<file path="src/rtl/mc_seq_pkg.sv">
// Shared types and constants for the multi-cycle RV32I sequencer.
// State codes are fixed so o_state can be decoded directly by debug tools.
package mc_seq_pkg;

  typedef enum logic [2:0] {
    ST_IDLE   = 3'd0,
    ST_FETCH  = 3'd1,
    ST_DECODE = 3'd2,
    ST_EXEC   = 3'd3,
    ST_MEM    = 3'd4,
    ST_WB     = 3'd5,
    ST_TRAP   = 3'd7
  } state_t;

  localparam logic [1:0] TRAP_NONE    = 2'b00;
  localparam logic [1:0] TRAP_IF_TO   = 2'b01;
  localparam logic [1:0] TRAP_MEM_TO  = 2'b10;
  localparam logic [1:0] TRAP_ILLEGAL = 2'b11;

  // Cycles per instruction with zero-wait memory.
  localparam int CPI_ALU_MIN  = 4;
  localparam int CPI_LDST_MIN = 5;

endpackage

</file>
<file path="src/rtl/mc_sequencer_if.sv">
// Single-port memory bus between the sequencer (master) and memory (slave).
// Handshake: o_mem_req is held high, with o_mem_we / o_mem_data stable, until
// the memory returns i_mem_ack for one cycle; the access completes in that ack
// cycle (read data is valid then). Ack in the first request cycle is legal and
// ack while no request is pending is ignored.
interface mc_sequencer_if;
  logic o_mem_req;
  logic o_mem_we;
  logic o_mem_data;
  logic i_mem_ack;

  modport master (output o_mem_req, output o_mem_we, output o_mem_data, input i_mem_ack);
  modport slave  (input o_mem_req, input o_mem_we, input o_mem_data, output i_mem_ack);
endinterface

</file>
<file path="src/rtl/mc_seq_timeout.sv">
// Memory wait counter shared by FETCH and MEM. Flags expiry in the cycle where
// the MEM_TIMEOUT-th consecutive wait cycle has no ack. MEM_TIMEOUT = 0 disables it.
module mc_seq_timeout #(
  parameter int MEM_TIMEOUT = 16
) (
  input  logic i_clk,
  input  logic i_rst_n,
  input  logic i_clr,
  input  logic i_en,
  output logic o_expired
);

  localparam int TO_W = (MEM_TIMEOUT > 1) ? $clog2(MEM_TIMEOUT) : 1;

  logic [TO_W-1:0] r_cnt;

  // Count un-acked wait cycles; clear wins over count.
  always_ff @(posedge i_clk or negedge i_rst_n) begin
    if (!i_rst_n) begin
      r_cnt <= '0;
    end else if (i_clr) begin
      r_cnt <= '0;
    end else if (i_en) begin
      r_cnt <= r_cnt + TO_W'(1);
    end
  end

  generate
    if (MEM_TIMEOUT == 0) begin : g_no_timeout
      assign o_expired = 1'b0;
    end else begin : g_timeout
      localparam logic [TO_W-1:0] LIMIT = TO_W'(MEM_TIMEOUT - 1);
      assign o_expired = i_en && (r_cnt == LIMIT);
    end
  endgenerate

endmodule

</file>
<file path="src/rtl/mc_sequencer.sv">
// Multi-cycle sequencer: FETCH, DECODE, EXEC, optional MEM, WB over one shared
// memory port. Traps on memory timeout or illegal instruction.
// Optional perf counters are built when MC_SEQ_PERF_EN is defined.
module mc_sequencer
  import mc_seq_pkg::*;
#(
  parameter int MEM_TIMEOUT = 16,
  parameter int CNT_W       = 32
) (
  input  logic             i_clk,
  input  logic             i_rst_n,
  input  logic             i_run,
  input  logic             i_insn_vld,
  input  logic             i_is_load,
  input  logic             i_is_store,
  input  logic             i_reg_wen,
  mc_sequencer_if.master   io_mem,
  output logic             o_ir_we,
  output logic             o_mdr_we,
  output logic             o_pc_we,
  output logic             o_reg_we,
  output logic [2:0]       o_state,
  output logic             o_trap,
  output logic [1:0]       o_trap_cause,
  output logic [CNT_W-1:0] o_retired,
  output logic [CNT_W-1:0] o_cyc_cnt,
  output logic [CNT_W-1:0] o_stall_cnt
);

  state_t           r_state;
  state_t           w_next;
  logic [1:0]       r_cause;
  logic [1:0]       w_cause;
  logic             w_trap_set;
  logic             w_retire;
  logic             w_wait;
  logic             w_to_en;
  logic             w_to_exp;
  logic             w_mem_req;
  logic             w_mem_we;
  logic             w_mem_data;
  logic [CNT_W-1:0] r_retired;

  assign w_wait  = (r_state == ST_FETCH) || (r_state == ST_MEM);
  assign w_to_en = w_wait && !io_mem.i_mem_ack;

  mc_seq_timeout #(.MEM_TIMEOUT(MEM_TIMEOUT)) u_timeout (
    .i_clk     (i_clk),
    .i_rst_n   (i_rst_n),
    .i_clr     (!w_to_en),
    .i_en      (w_to_en),
    .o_expired (w_to_exp)
  );

  // State register.
  always_ff @(posedge i_clk or negedge i_rst_n) begin
    if (!i_rst_n) r_state <= ST_IDLE;
    else          r_state <= w_next;
  end

  // Next state and Moore-style strobes qualified by ack and decoder flags.
  always_comb begin
    w_next     = r_state;
    w_trap_set = 1'b0;
    w_cause    = TRAP_NONE;
    w_retire   = 1'b0;
    w_mem_req  = 1'b0;
    w_mem_we   = 1'b0;
    w_mem_data = 1'b0;
    o_ir_we    = 1'b0;
    o_mdr_we   = 1'b0;
    o_pc_we    = 1'b0;
    o_reg_we   = 1'b0;
    case (r_state)
      ST_IDLE: begin
        if (i_run) w_next = ST_FETCH;
      end
      ST_FETCH: begin
        w_mem_req = 1'b1;
        if (io_mem.i_mem_ack) begin
          o_ir_we = 1'b1;
          w_next  = ST_DECODE;
        end else if (w_to_exp) begin
          w_next     = ST_TRAP;
          w_trap_set = 1'b1;
          w_cause    = TRAP_IF_TO;
        end
      end
      ST_DECODE: begin
        if (!i_insn_vld) begin
          w_next     = ST_TRAP;
          w_trap_set = 1'b1;
          w_cause    = TRAP_ILLEGAL;
        end else begin
          w_next = ST_EXEC;
        end
      end
      ST_EXEC: begin
        w_next = (i_is_load || i_is_store) ? ST_MEM : ST_WB;
      end
      ST_MEM: begin
        w_mem_req  = 1'b1;
        w_mem_data = 1'b1;
        w_mem_we   = i_is_store;
        if (io_mem.i_mem_ack) begin
          o_mdr_we = i_is_load;
          w_next   = ST_WB;
        end else if (w_to_exp) begin
          w_next     = ST_TRAP;
          w_trap_set = 1'b1;
          w_cause    = TRAP_MEM_TO;
        end
      end
      ST_WB: begin
        o_pc_we  = 1'b1;
        o_reg_we = i_reg_wen;
        w_retire = 1'b1;
        w_next   = i_run ? ST_FETCH : ST_IDLE;
      end
      ST_TRAP: begin
        w_next = ST_TRAP;
      end
      default: begin
        w_next     = ST_TRAP;
        w_trap_set = 1'b1;
        w_cause    = TRAP_ILLEGAL;
      end
    endcase
  end

  // Trap cause is captured on the way into TRAP and held until reset.
  always_ff @(posedge i_clk or negedge i_rst_n) begin
    if (!i_rst_n)        r_cause <= TRAP_NONE;
    else if (w_trap_set) r_cause <= w_cause;
  end

  // Retired-instruction counter, bumped once per WB cycle.
  always_ff @(posedge i_clk or negedge i_rst_n) begin
    if (!i_rst_n)      r_retired <= '0;
    else if (w_retire) r_retired <= r_retired + CNT_W'(1);
  end

  assign io_mem.o_mem_req  = w_mem_req;
  assign io_mem.o_mem_we   = w_mem_we;
  assign io_mem.o_mem_data = w_mem_data;
  assign o_state           = r_state;
  assign o_trap            = (r_state == ST_TRAP);
  assign o_trap_cause      = r_cause;
  assign o_retired         = r_retired;

`ifdef MC_SEQ_PERF_EN
  logic [CNT_W-1:0] r_cyc_cnt;
  logic [CNT_W-1:0] r_stall_cnt;

  // Busy cycles (not IDLE/TRAP) and memory wait cycles.
  always_ff @(posedge i_clk or negedge i_rst_n) begin
    if (!i_rst_n) begin
      r_cyc_cnt   <= '0;
      r_stall_cnt <= '0;
    end else begin
      if ((r_state != ST_IDLE) && (r_state != ST_TRAP)) r_cyc_cnt <= r_cyc_cnt + CNT_W'(1);
      if (w_to_en) r_stall_cnt <= r_stall_cnt + CNT_W'(1);
    end
  end

  assign o_cyc_cnt   = r_cyc_cnt;
  assign o_stall_cnt = r_stall_cnt;
`else
  assign o_cyc_cnt   = '0;
  assign o_stall_cnt = '0;
`endif

endmodule

</file>
<file path="src/flat_wrapper.sv">
// flat-port wrapper written by rule: the top's interface ports become plain ports
module mc_sequencer_flat import mc_seq_pkg::*;
#(
  parameter int MEM_TIMEOUT = 16,
  parameter int CNT_W       = 32
)
  (i_clk, i_rst_n, i_run, i_insn_vld, i_is_load, i_is_store, i_reg_wen, o_ir_we, o_mdr_we, o_pc_we, o_reg_we, o_state, o_trap, o_trap_cause, o_retired, o_cyc_cnt, o_stall_cnt, io_mem_o_mem_req, io_mem_o_mem_we, io_mem_o_mem_data, io_mem_i_mem_ack);
  mc_sequencer_if io_mem_i ();
  input  logic i_clk;
  input  logic i_rst_n;
  input  logic i_run;
  input  logic i_insn_vld;
  input  logic i_is_load;
  input  logic i_is_store;
  input  logic i_reg_wen;
  output logic o_ir_we;
  output logic o_mdr_we;
  output logic o_pc_we;
  output logic o_reg_we;
  output logic [2:0] o_state;
  output logic o_trap;
  output logic [1:0] o_trap_cause;
  output logic [CNT_W-1:0] o_retired;
  output logic [CNT_W-1:0] o_cyc_cnt;
  output logic [CNT_W-1:0] o_stall_cnt;
  output wire logic [$bits(io_mem_i.o_mem_req)-1:0] io_mem_o_mem_req;
  output wire logic [$bits(io_mem_i.o_mem_we)-1:0] io_mem_o_mem_we;
  output wire logic [$bits(io_mem_i.o_mem_data)-1:0] io_mem_o_mem_data;
  input wire logic [$bits(io_mem_i.i_mem_ack)-1:0] io_mem_i_mem_ack;
  assign io_mem_o_mem_req = io_mem_i.o_mem_req;
  assign io_mem_o_mem_we = io_mem_i.o_mem_we;
  assign io_mem_o_mem_data = io_mem_i.o_mem_data;
  assign io_mem_i.i_mem_ack = io_mem_i_mem_ack;
  mc_sequencer #(.MEM_TIMEOUT(MEM_TIMEOUT), .CNT_W(CNT_W)) u_core (.i_clk(i_clk), .i_rst_n(i_rst_n), .i_run(i_run), .i_insn_vld(i_insn_vld), .i_is_load(i_is_load), .i_is_store(i_is_store), .i_reg_wen(i_reg_wen), .io_mem(io_mem_i), .o_ir_we(o_ir_we), .o_mdr_we(o_mdr_we), .o_pc_we(o_pc_we), .o_reg_we(o_reg_we), .o_state(o_state), .o_trap(o_trap), .o_trap_cause(o_trap_cause), .o_retired(o_retired), .o_cyc_cnt(o_cyc_cnt), .o_stall_cnt(o_stall_cnt));
endmodule
</file>
<file path="config.mk">
export PLATFORM = sky130hd
export DESIGN_NAME = mc_sequencer_flat
export DESIGN_NICKNAME = d
export VERILOG_FILES = /design/src/rtl/mc_seq_pkg.sv /design/src/rtl/mc_sequencer_if.sv /design/src/rtl/mc_seq_timeout.sv /design/src/rtl/mc_sequencer.sv /design/src/flat_wrapper.sv
export SDC_FILE = /design/constraint.sdc
export NUM_CORES = 1
export LEC_CHECK = 0
export ABC_AREA = 1
export ABC_CLOCK_PERIOD_IN_PS = 2000
export BUFFER_PORTS_ARGS = -buffer_cell sky130_fd_sc_hd__buf_2
export CORE_ASPECT_RATIO = 1.1
export CORE_UTILIZATION = 50
export CTS_BUF_LIST = sky130_fd_sc_hd__clkbuf_8
export CTS_CLUSTER_SIZE = 12
export DETAILED_ROUTE_END_ITERATION = 6
export HOLD_SLACK_MARGIN = 0.06
export PLACE_DENSITY_LB_ADDON = 0.3
export SYNTH_ARGS = -nofsm -noshare
export SYNTH_HDL_FRONTEND = slang
export SYNTH_HIERARCHICAL = 1
export SYNTH_SLANG_ARGS = --single-unit
</file>
<file path="constraint.sdc">
create_clock -name i_clk -period 2 [get_ports i_clk]
set_clock_uncertainty 0.05 [all_clocks]
set_input_delay 0.3 -clock i_clk [delete_from_list [all_inputs] [get_ports i_clk]]
set_output_delay 0.3 -clock i_clk [all_outputs]
set_load 0.05 [all_outputs]
</file>
# After elaboration in Yosys (flattened, before gate mapping)
# Cells that the tools add are included.
[totals]
register_bits = 41
in_bits = 8
wordCells = 50
[op_classes]
n_addsub = 2
n_eq_ne = 8
muxes = 28
n_reduce_logical = 8
[ops]
columns = ["op", "count"]
rows = [
  ["$add 32x1->32 const B", 1],
  ["$pmux 3 s6", 1],
  ["$mux 1", 15],
  ["$mux 3", 5],
  ["$eq 3x3->1 const B", 3],
  ["$mux 2", 4],
  ["$pmux 2 s4", 1],
  ["$eq 3x2->1 const B", 2],
  ["$add 4x1->4 const B", 1],
  ["$eq 4x4->1 const B", 1],
  ["$mux 4", 1],
  ["$reduce_or 4->1", 1],
  ["$eq 3x1->1 const B", 1],
  ["$logic_not 3->1", 1],
  ["$pmux 1 s3", 1],
  ["$logic_and 1x1->1", 2],
  ["$logic_or 1x1->1", 2],
  ["$ne 2x2->1 const B", 1],
  ["$reduce_or 2->1", 1],
  ["$logic_not 1->1", 1],
]

# Logic depth before layout (Yosys ltp)
# Gate-level depths: netlist of run 1.
[logic_depth]
word_depth = 7
mapped_depth = 13
mapped_depth_nobuf = 13

# Cells and area by module
# Netlist of run 1, hierarchy kept.
[modules_own_cells]
columns = ["module", "n_inst", "cells_each", "area_per_inst_um2"]
rows = [
  ["mc_sequencer", 1, 352, 2625.0],
  ["mc_seq_timeout", 1, 27, 221.5],
]

# Worst setup path before layout of run 1
# Ideal clock, no wire load.
[synth_path]
path_kind = "reg-to-reg"
start = "register u_core.r_state[0] (netlist: u_core/o_state[0])"
end = "register u_core.r_cause[1] (netlist: u_core/o_trap_cause[1])"
t_arrival_ps = 2403
t_required_ps = 1829
path_slack_ps = -574
stages_incl_launch_ff = 13
synth_period_minus_slack_ps = 2574
path_cell_list = "dfrtp_1 > nor2_1 > nand2_1 > nand2_1 > nand2_1 > inv_1 > nand2_1 > nor2_1 > inv_1 > nor2_1 > inv_1 > o21ai_0 > nand2_1"
[synth_between]
elab_chain_len = 7
word_cells_on_any_way = 18
cone_classes = "eq/ne: 6; mux: 6; reduce/logical: 6"
[synth_lines]
columns = ["item", "line", "text"]
rows = [
  ["from (decl)", "mc_sequencer.sv:30", "state_t r_state;"],
  ["from (signal assigned)", "mc_sequencer.sv:58", "else r_state <= w_next;"],
  ["$eq 3x1->1 / $eq 3x3->1 (equally long branches)", "mc_sequencer.sv:44", "assign w_wait = (r_state == ST_FETCH) || (r_state == ST_MEM);"],
  ["$logic_or 1x1->1 (*)", "mc_sequencer.sv:44", ""],
  ["$logic_and 1x1->1 (*)", "mc_sequencer.sv:45", "assign w_to_en = w_wait && !io_mem.i_mem_ack;"],
  ["net u_core.w_to_en", "mc_sequencer.sv:37", "logic w_to_en;"],
  ["$logic_and 1x1->1 (*)", "mc_seq_timeout.sv:33", "assign o_expired = i_en && (r_cnt == LIMIT);"],
  ["net u_core.w_to_exp", "mc_sequencer.sv:38", "logic w_to_exp;"],
  ["$mux 2 / $mux 1 (equally long branches)", "mc_sequencer.sv:108, mc_sequencer.sv:83", ""],
  ["$mux 2 / $mux 1 (equally long branches)", "mc_sequencer.sv:105", "if (io_mem.i_mem_ack) begin"],
  ["$pmux 2 s4 / $pmux 1 s3 (equally long branches)", "mc_sequencer.sv:74", "case (r_state)"],
  ["to (signal assigned)", "mc_sequencer.sv:134", "else if (w_trap_set) r_cause <= w_cause;"],
  ["to (decl)", "mc_sequencer.sv:32", "logic [1:0] r_cause;"],
]
# Mark *: on every way through the listed nets, which the timed path passes. The rest lies on a longest branch.
# A chain may end at the register's enable or synchronous reset.

# Worst setup path in the final report of run 1
[layout_path]
start = "register u_core.r_state[1] (netlist: u_core/o_state[1])"
end = "output o_pc_we"
[layout_between]
elab_chain_len = 2
[layout_lines]
columns = ["item", "line", "text"]
rows = [
  ["$eq 3x3->1", "mc_sequencer.sv:74", ""],
  ["$mux 1", "mc_sequencer.sv:74", ""],
  ["to (decl)", "flat_wrapper.sv:18", "output logic o_pc_we;"],
]
# Every way passes these cells.

==> results of run 1 <==
worst max path at each step:
stage	slack, ns	start	depth (start not counted)	endpoint
2_1_floorplan	0.00001	u_core/o_state[1]	12	u_core/o_trap_cause[1]
3_3_place_gp	0.21	u_core/o_state[1]	12	u_core/o_trap_cause[1]
3_5_place_dp	0.1	u_core/o_state[1]	12	u_core/o_trap_cause[0]
4_1_cts	0.08	u_core/o_state[1]	4	o_pc_we
5_1_grt	0.008	u_core/o_state[1]	12	u_core/o_trap_cause[1]
6_report	0.08	u_core/o_state[1]	4	o_pc_we
power by group:
group / internal (W) / switching [W]
Combinational: 0.00000959 / 0.000283
Sequential: 0.000828 / 0
Clock: 0.000233 / 0.000266
Total: 0.00107 / 0.000549
metrics by stage:
step                worst slack (ns)   util  total power (W)  instance area, sq um
floorplan                  0.0000127      -          0.00121                  3110
global placement               0.210  0.553          0.00113                  3000
detailed placement            0.0957  0.553          0.00113                  3000
CTS                           0.0840  0.569          0.00163                  3090
global route                 0.00842  0.571          0.00169                  3100
finish                        0.0805  0.571          0.00162                  3100
worst reg2reg max path, cell delays in order, from the launching register on:
cell	delay [ns]
dfrtp_2	0.47
inv_2	0.13
nand3_2	0.16
nand2_4	0.12
nand2_2	0.09
inv_2	0.11
nand2_1	0.06
nor2_1	0.12
inv_1	0.06
nor2_2	0.12
inv_1	0.08
nor2_1	0.15
nor2_1	0.06
nand2_1	0.07
layout make-up:
class	count	area (sq um)
flip-flops and latches	41	1030
multi-input cells	282	1400
inverters	55	206
repair buffers	55	285
well taps	75	93.8
fillers	531	2330
clock inverters	3	11.3
clock buffers	5	68.8
per-layer routing:
metal,vias to the layer above,global-route usage,part of all wire
met4,0,0.0750,0.014
met5,-,0,0
met3,7,0.0409,0.051
li1,1172,-,-
met2,88,0.322,0.50
met1,1094,0.221,0.43
cell usage in the layout, fill, tap and decap left out:
cell type,synthesis,final
nand2_4,0,1
nand2_1,83,80
buf_4,64,2
xnor2_1,11,11
clkinv_1,1,1
buf_2,0,52
a211oi_1,2,2
dlygate4sd3_1,0,1
o21ai_0,7,7
nor3_1,5,4
a21oi_2,1,1
nor2_2,1,2
a21oi_1,4,4
nand3_1,25,24
xor2_1,9,9
nand3_2,1,2
o21bai_1,1,1
dfrtp_2,0,3
nand2_2,1,3
nor2_1,40,38
clkbuf_8,0,5
nand3_4,1,1
nor3_2,1,2
conb_1,1,64
nand4_1,14,14
dfrtp_1,41,38
ha_1,2,2
nor2_4,7,8
nand3b_1,2,2
inv_2,4,6
inv_1,50,51
sequential cells by signal, summed over array words and instances, names as in the netlist:
signal                  flops
u_core/o_trap_cause         2
u_core/u_timeout/r_cnt      4
u_core/o_retired           32
u_core/o_state              3
cell families (layout without fill, tap and decap cells):
group                      after synthesis  in the layout  synth area share
buffers and inverters                  119            118             0.241
xor gates and xnor gates                20             20            0.0615
AOI/OAI and AO/OA                       15             15            0.0303
adders and majority gates                2              2           0.00879
DFF                                     41             41             0.360
other                                    1             64           0.00132
and+or+nand+nor                        181            181             0.296
timing repair:
action	CTS	global route
endpoints found under the hold margin	23	0
hold buffers	1	0
setup endpoints to repair	0	3
setup buffers	0	0
gates resized for setup	0	2
==> metrics, run 1 <==
status=completed; Crit Path Class=reg -> out; Final TNS setup=0 ns; Peak VDD IR=0.240 mV; HP Class=in -> reg; WHS Endpoint=u_core/o_state[0]; DR vias/cell=about 4.6; Fin. Hold Viols=0; io pins=approximately 120; area leader, netlist=dfrtp_1; IO Port Bufs=52; die width=73.9 um; Synth cell types=26; min Tclk post-route=around 1.9 ns; Worst path slowest cell=dfrtp_2; Die ar.=6000 sq um; Critical Path Start Type=flip-flop; Buf/Inv on CP=3; critical path capture point type=output pin; Cells after Synth=approximately 380; GRT Total Usage=0.186; drt total wl=5.51 mm; initial antenna violation count=0; Yosys reg bits=41; CP max FO=10; clock buffer depth=2; CTS tree=done; fin. max-slew vios=0; RSZ-0062 raised after global routing=no; Final ANT Viol Nets=0; WHS Path Cells=3; r2r setup slk=0.09 ns; share of layout cells above drive strength 1=0.200; most numerous cell in the Yosys netlist=nand2_1; Final Wtd Congestion=0.851; TritonCTS buffer count=5; Clock Sinks=41; most instantiated cells after synthesis=83 x nand2_1, 64 x buf_4, 50 x inv_1, 41 x dfrtp_1, 40 x nor2_1; Worst R2R End=u_core/o_trap_cause[0]; Worst Path Required=1.65 ns; clk_lat worst skew=0.29 ns; asr flop ratio synth=1.00; Remaining DRCs=0; Most used DFF post-synth=dfrtp_1; placed cells=slightly above 500; FMAX=roughly 0.52 GHz; grt ovf=0; Row Count=28; P per Cell Area=523 nW/um^2; vias in the first global route=approximately 2000; Clock H-tree levels=2; ranking of synthesized cells by area=dfrtp_1 36%, buf_4 17%, nand2_1 11%; post-synthesis sequential area ratio=0.360; crit path cell chain=inv_2 > nand3_4 > inv_2 > buf_2; WHS=0.196 ns; Clk pin slew, worst setup/hold paths=0.07 ns; EDFF count, synth=0; crit path DAT=1.57 ns; antenna fix cells=0; fin nets=450; FF-to-FF path depth=13; Vias=~2400; hold path start=i_run; WL per Instance=10.7 um; Synth top area share=0.360; Starting Density=0.524; P_leak=1.72 nW; Finished Layout Cells=a little over 500; syn_area_per_cell=between 7 and 8 sq um; Crit path max-delay family=buffers and inverters; DR pass1 iterations=4; Tcrit/Tclk final=0.960; Detailed Place HPWL=between 4 and 5 mm; first-pass GRT wire length=8.46 mm; Max-Cap Viols=0; initial drt markers=a little under 90; CP most frequent cell=inv_2; largest net degree at the start of global routing=19; Critical R2R Launch=u_core/o_state[1]; Die Height=between 80 and 90 um; Post-Synthesis Cell Area=2850 sq um; # setup viols final=0; root buffer cell=clkbuf_8; Ys Warns=6; Core ar.=5430 sq um; critical path's largest stage delay=0.47 ns; Area Growth Syn to Fin=8.84%
Note: power is estimated with default switching activity, not from simulation.
==> run 2, diff against run 1 <==
- CORE_UTILIZATION: 50 -> 51
- CTS_CLUSTER_DIAMETER: unset -> 30
- SYNTH_HIERARCHICAL: 1 -> unset
==> run 2 against run 1 <==
Sequential share of layout area decreased by 1.7 points. Die area increased by 1.7%. Flip-flop and latch count unchanged. Via count increased by 6.6%. Critical endpoint is now io_mem_o_mem_req. Worst hold slack improved by 0.028 ns. Highest routed layer unchanged. Power increased by 20%. Largest cell class unchanged. Clock power increased by 63%.
==> metrics, run 2 <==
fin area=~3300 sq um; EDFF count, synth=0; CTS tree=done; Tcrit/Tclk final=0.941; IO Port Bufs=52; asr flop ratio synth=1.00; Most used DFF post-synth=dfrtp_1; HP Class=in -> reg; Post-Place Cell Area=3070 sq um; Final TNS setup=0 ns; Max-slew headroom=0.625; min Tclk post-route=between 1.5 and 2 ns; first-pass GRT wire length=9.69 mm; Detailed Place HPWL=4.61 mm; root buffer cell=clkbuf_8; status=completed; area leader, netlist=dfrtp_1; ranking of synthesized cells by area=dfrtp_1 35%, nand2_1 17%, buf_4 16%; drt total wl=5.84 mm; Die Height=81.8 um; Vias=~2500; Critical Path Start Type=flip-flop; Area Growth Syn to Fin=10.6%; most instantiated cells after synthesis=135 x nand2_1, 70 x nor2_1, 64 x buf_4, 41 x dfrtp_1, 30 x inv_1; P per Cell Area=596 nW/um^2; slew of the pin with the lowest slew margin=~0.56 ns; share of layout cells above drive strength 1=0.175; crit path DAT=1.53 ns; commonest non-fill, non-tap cell in the layout=nand2_1; TritonCTS buffer count=5; Final Wtd Congestion=0.851; Worst Path Required=1.65 ns; Post-Synthesis Cell Area=slightly below 3000 sq um; Clk pin slew, worst setup/hold paths=~0.080 ns; # setup viols final=0; antenna fix cells=0; RSZ-0062 raised after global routing=no; initial antenna violation count=0; GRT Total Usage=0.209; Clock H-tree levels=2; Ys Warns=0; Synth top area share=0.347; Max-Cap Viols=0; clk_lat worst skew=0.31 ns; initial drt markers=139; FILL cells=527; WL per Instance=10.5 um; fin nets=490; die width=74.6 um; Remaining DRCs=0; Cells after Synth=415; Row Count=28; Finished Layout Cells=556; fin. max-slew vios=0; Starting Density=0.540; Clock Sinks=a little over 40; placed cells=roughly 540; grt ovf=0; Die ar.=6100 sq um; io pins=117; most frequent cells in the layout=134 x nand2_1, 69 x nor2_1, 64 x conb_1; max reg flops=32; Yosys reg bits=41; post-synthesis sequential area ratio=0.347; most numerous cell in the Yosys netlist=nand2_1; r2r setup slk=~0.32 ns; Fin. Hold Viols=0; P_leak=approximately 1.7 nW; Peak VDD IR=a little over 0.4 mV; Crit Path Class=reg -> out; Core ar.=5470 sq um; largest net degree at the start of global routing=27; CP max FO=7; syn_area_per_cell=7.12 sq um; vias in the first global route=2219; Final ANT Viol Nets=0; clock buffer depth=2; critical path capture point type=output pin; DR vias/cell=4.53; Synth cell types=29; FMAX=0.531 GHz; DR pass1 iterations=4
==> run 2: cell families after synthesis <==
group                    share of synthesized area
AND/OR/NAND/NOR                              0.371
other                                      0.00127
adder cells (fa/ha/maj)                    0.00847
XOR/XNOR                                    0.0504
flip-flops                                   0.347
buffers and inverters                        0.207
AO/OA/AOI/OAI                               0.0144
==> run 2: layout make-up <==
| cell class | count | area, sq um | share of cell area |
|---|---|---|---|
| multi-input cells | 340 | 1560 | 0.477 |
| clock inverters | 3 | 68.8 | 0.0211 |
| well taps | 75 | 93.8 | 0.0287 |
| repair buffers | 61 | 333 | 0.102 |
| flip-flops and latches | 41 | 1030 | 0.315 |
| clock buffers | 5 | 68.8 | 0.0211 |
| inverters | 31 | 116 | 0.0356 |
==> run 2: path summary, 6_finish.rpt <==
kind	start	cells past startpoint	endpoint
max in group asynchronous	i_rst_n	3	u_core.o_retired[26]
min in group asynchronous	i_rst_n	2	u_core.o_retired[3]
min reg2reg	u_core.u_timeout.r_cnt[0]	1	u_core.u_timeout.r_cnt[0]
max	u_core.o_state[2]	4	io_mem_o_mem_req
min	i_run	3	u_core.o_state[0]
max reg2reg	u_core.o_state[1]	9	u_core.o_retired[22]
==> run 2: timing repair <==
item / CTS / global route
resized for setup: 0 / 3
setup buffers: 0 / 6
hold buffers: 1 / 0
hold endpoints to repair: 25 / 0
endpoints found under the setup margin: 0 / 5
==> run 2: worst max-delay path, stage by stage, from the launching register on <==
cell	delay (ns)
dfrtp_2	0.47
inv_1	0.19
nand3_1	0.18
nand2_1	0.15
clkbuf_4	0.24
==> run 2: through the flow <==
stage	hold slack, ns	power (W)	setup WS [ns]	util
after global placement	0.272	0.00115	0.416	0.561
after global routing	0.242	0.00200	0.0171	0.598
after CTS	0.220	0.00195	0.0500	0.588
after floorplan	-0.0456	0.00122	-0.0653	-
final	0.225	0.00195	0.118	0.598
after detailed placement	0.279	0.00115	0.324	0.561
==> run 2: metal layers <==
layer	wire length, um	GRT usage	vias to the layer above
li1	-	-	1279
met1	2560	0.255	1139
met2	2830	0.355	88
met3	313	0.0503	12
met4	137	0.0792	0
met5	0	0	-
==> run 2: report_power, final <==
part / switching (W) / internal [W] / total (W) / leakage [nW]
registers: 0.00000125 / 0.000830 / 0.000831 / 0.552
logic: 0.000292 / 0.0000110 / 0.000303 / 1.11
clock network: 0.000309 / 0.000502 / 0.000811 / 0.0687
total: 0.000603 / 0.00134 / 0.00195 / 1.73
==> run 3, diff against run 2 <==
- ABC_CLOCK_PERIOD_IN_PS: 2000 -> 2400
- CORE_UTILIZATION: 51 -> 55
- clock period: 2 -> 2.4 ns (I/O delays scaled with it)
==> run 3 against run 2 <==
Worst setup slack gained 0.21 ns. Worst hold slack lost 0.086 ns. Critical path depth is the same. First-iteration DRC count shrank 1.4%. Die area shrank 7.1%. Register-to-register slack gained 0.40 ns. Non-clock buffer count shrank 9. Sequential power shrank 17%. Via count shrank 0.60%. Combinational power shrank 17%. Cell area shrank 3.7%. Critical path type unchanged. Largest cell class unchanged.
==> metrics, run 3 (synthesis gave the netlist of run 2 again) <==
first-pass GRT wire length=about 9.5 mm; Vias=2503; initial drt markers=137; Crit Path Class=reg -> out; fin area=3150 sq um; area of the multi-input gates=about 1600 sq um; Clk pwr share=0.347; P_leak=between 1.5 and 2 nW; Peak VDD IR=0.232 mV; internal power=0.000959 W; largest net degree at the start of global routing=42; Max-slew headroom=0.410; fin. max-slew vios=0; P per Cell Area=459 nW/um^2; slew of the pin with the lowest slew margin=0.886 ns; Sw Share=0.335; TritonCTS buffer count=5; drt total wl=5.63 mm; share of layout cells above drive strength 1=0.153; sequential share of power=0.480; storage element area=about 1000 sq um; FMAX=0.483 GHz; Worst path slowest cell=dfrtp_1; HP Class=in -> async; critical path's largest stage delay=0.43 ns; GRT Total Usage=0.213; IO Port Bufs=52; Final TNS setup=0 ns; CP max FO=19; fin nets=481; vias in the first global route=2224; Comb pwr share=0.173; Worst Path Required=1.99 ns; post-CTS setup buffer count=0; Remaining DRCs=0; die width=71.9 um; WL per Instance=approximately 10 um; utilization after layout=0.617; Row Count=27; grt ovf=0; Detailed Place HPWL=4.51 mm; Fin. Hold Viols=0; Max-Cap Viols=0; Clk pin slew, worst setup/hold paths=0.08 ns; Net Sw Power=around 0.00048 W; critical path capture point type=output pin; Starting Density=0.579; Core ar.=5100 sq um; clock buffer depth=2; Critical Path Start Type=flip-flop; Final Wtd Congestion=between 0.8 and 0.9; crit path cell chain=inv_1 > nand3_4 > clkinv_1 > buf_2; Area Growth Syn to Fin=6.53%; Critical R2R Launch=u_core.o_state[1]; status=completed; antenna fix cells=0; RSZ-0062 raised after global routing=no; initial antenna violation count=0; Die ar.=5670 sq um; DR vias/cell=4.60; most frequent cells in the layout=135 x nand2_1, 70 x nor2_1, 64 x conb_1; Finished Layout Cells=544; min Tclk post-route=about 2.1 ns; Post-Place Cell Area=3040 sq um; Tcrit/Tclk final=0.862; crit path DAT=1.66 ns; FILL cells=458; Clock H-tree levels=2; max reg flops=32; Die Height=78.9 um; worst setup path start=u_core.o_state[1]; Resized cells post-CTS=0; placed cells=536; DR pass1 iterations=4; Clock Sinks=41; clk_lat worst skew=0.29 ns; Final ANT Viol Nets=0; root buffer cell=clkbuf_8; WHS=0.138 ns; CTS tree=done; io pins=117; # setup viols final=0; hold buffers post-CTS=0; commonest non-fill, non-tap cell in the layout=nand2_1
[run 3: cell count changes in the layout (fill, tap and decap cells not counted), sizes merged]
cell	delta
inv	-1
clkinv	+1
dlygate4sd3	-1
bufinv	-2
buf	-7
clkbuf	+1
[run 3: layout make-up]
cell class	count	share of cell area
clock inverters	1	0.00159
well taps	72	0.0286
repair buffers	52	0.0827
flip-flops and latches	41	0.326
inverters	31	0.0370
multi-input cells	340	0.493
clock buffers	7	0.0306
[run 3: routing by layer]
layer | routed length (um) | vias to the layer above | GRT usage
li1 | - | 1263 | -
met1 | 2400 | 1147 | 0.253
met2 | 2820 | 84 | 0.374
met3 | 317 | 9 | 0.0495
met4 | 89 | 0 | 0.0784
met5 | 0 | - | 0
[run 3: path summary, 6_finish.rpt]
path	cells after the start	endpoint	slack [ns]
min reg2reg	1	u_core.u_timeout.r_cnt[0]	0.41
min in group i_clk	3	u_core.o_state[0]	0.28
min	1	u_core.o_retired[31]	0.14
max reg2reg	8	u_core.o_retired[22]	0.72
max	4	o_pc_we	0.33
max in group asynchronous	1	u_core.o_retired[7]	1.62
[run 3: power groups by stage]
stage / logic (W) / registers [W] / clock network (W)
after global placement: 0.000249 / 0.000707 / 0
after CTS: 0.000249 / 0.000693 / 0.000507
after global routing: 0.000262 / 0.000693 / 0.000540
after floorplan: 0.000303 / 0.000713 / 0
after detailed placement: 0.000249 / 0.000706 / 0
final: 0.000250 / 0.000693 / 0.000500
[run 3: critical path: cells and delay by family, from the launching register on]
family,cells,cell delay (ns)
flops,1,0.43
buf+inv,3,0.70
simple gates,1,0.23
[run 3: metrics by stage]
| step | total power [W] | worst slack (ns) |
|---|---|---|
| CTS | 0.00145 | 0.323 |
| finish | 0.00144 | 0.331 |
| detailed placement | 0.000956 | 0.655 |
| global placement | 0.000955 | 0.703 |
| global route | 0.00150 | 0.232 |
| floorplan | 0.00102 | 0.129 |
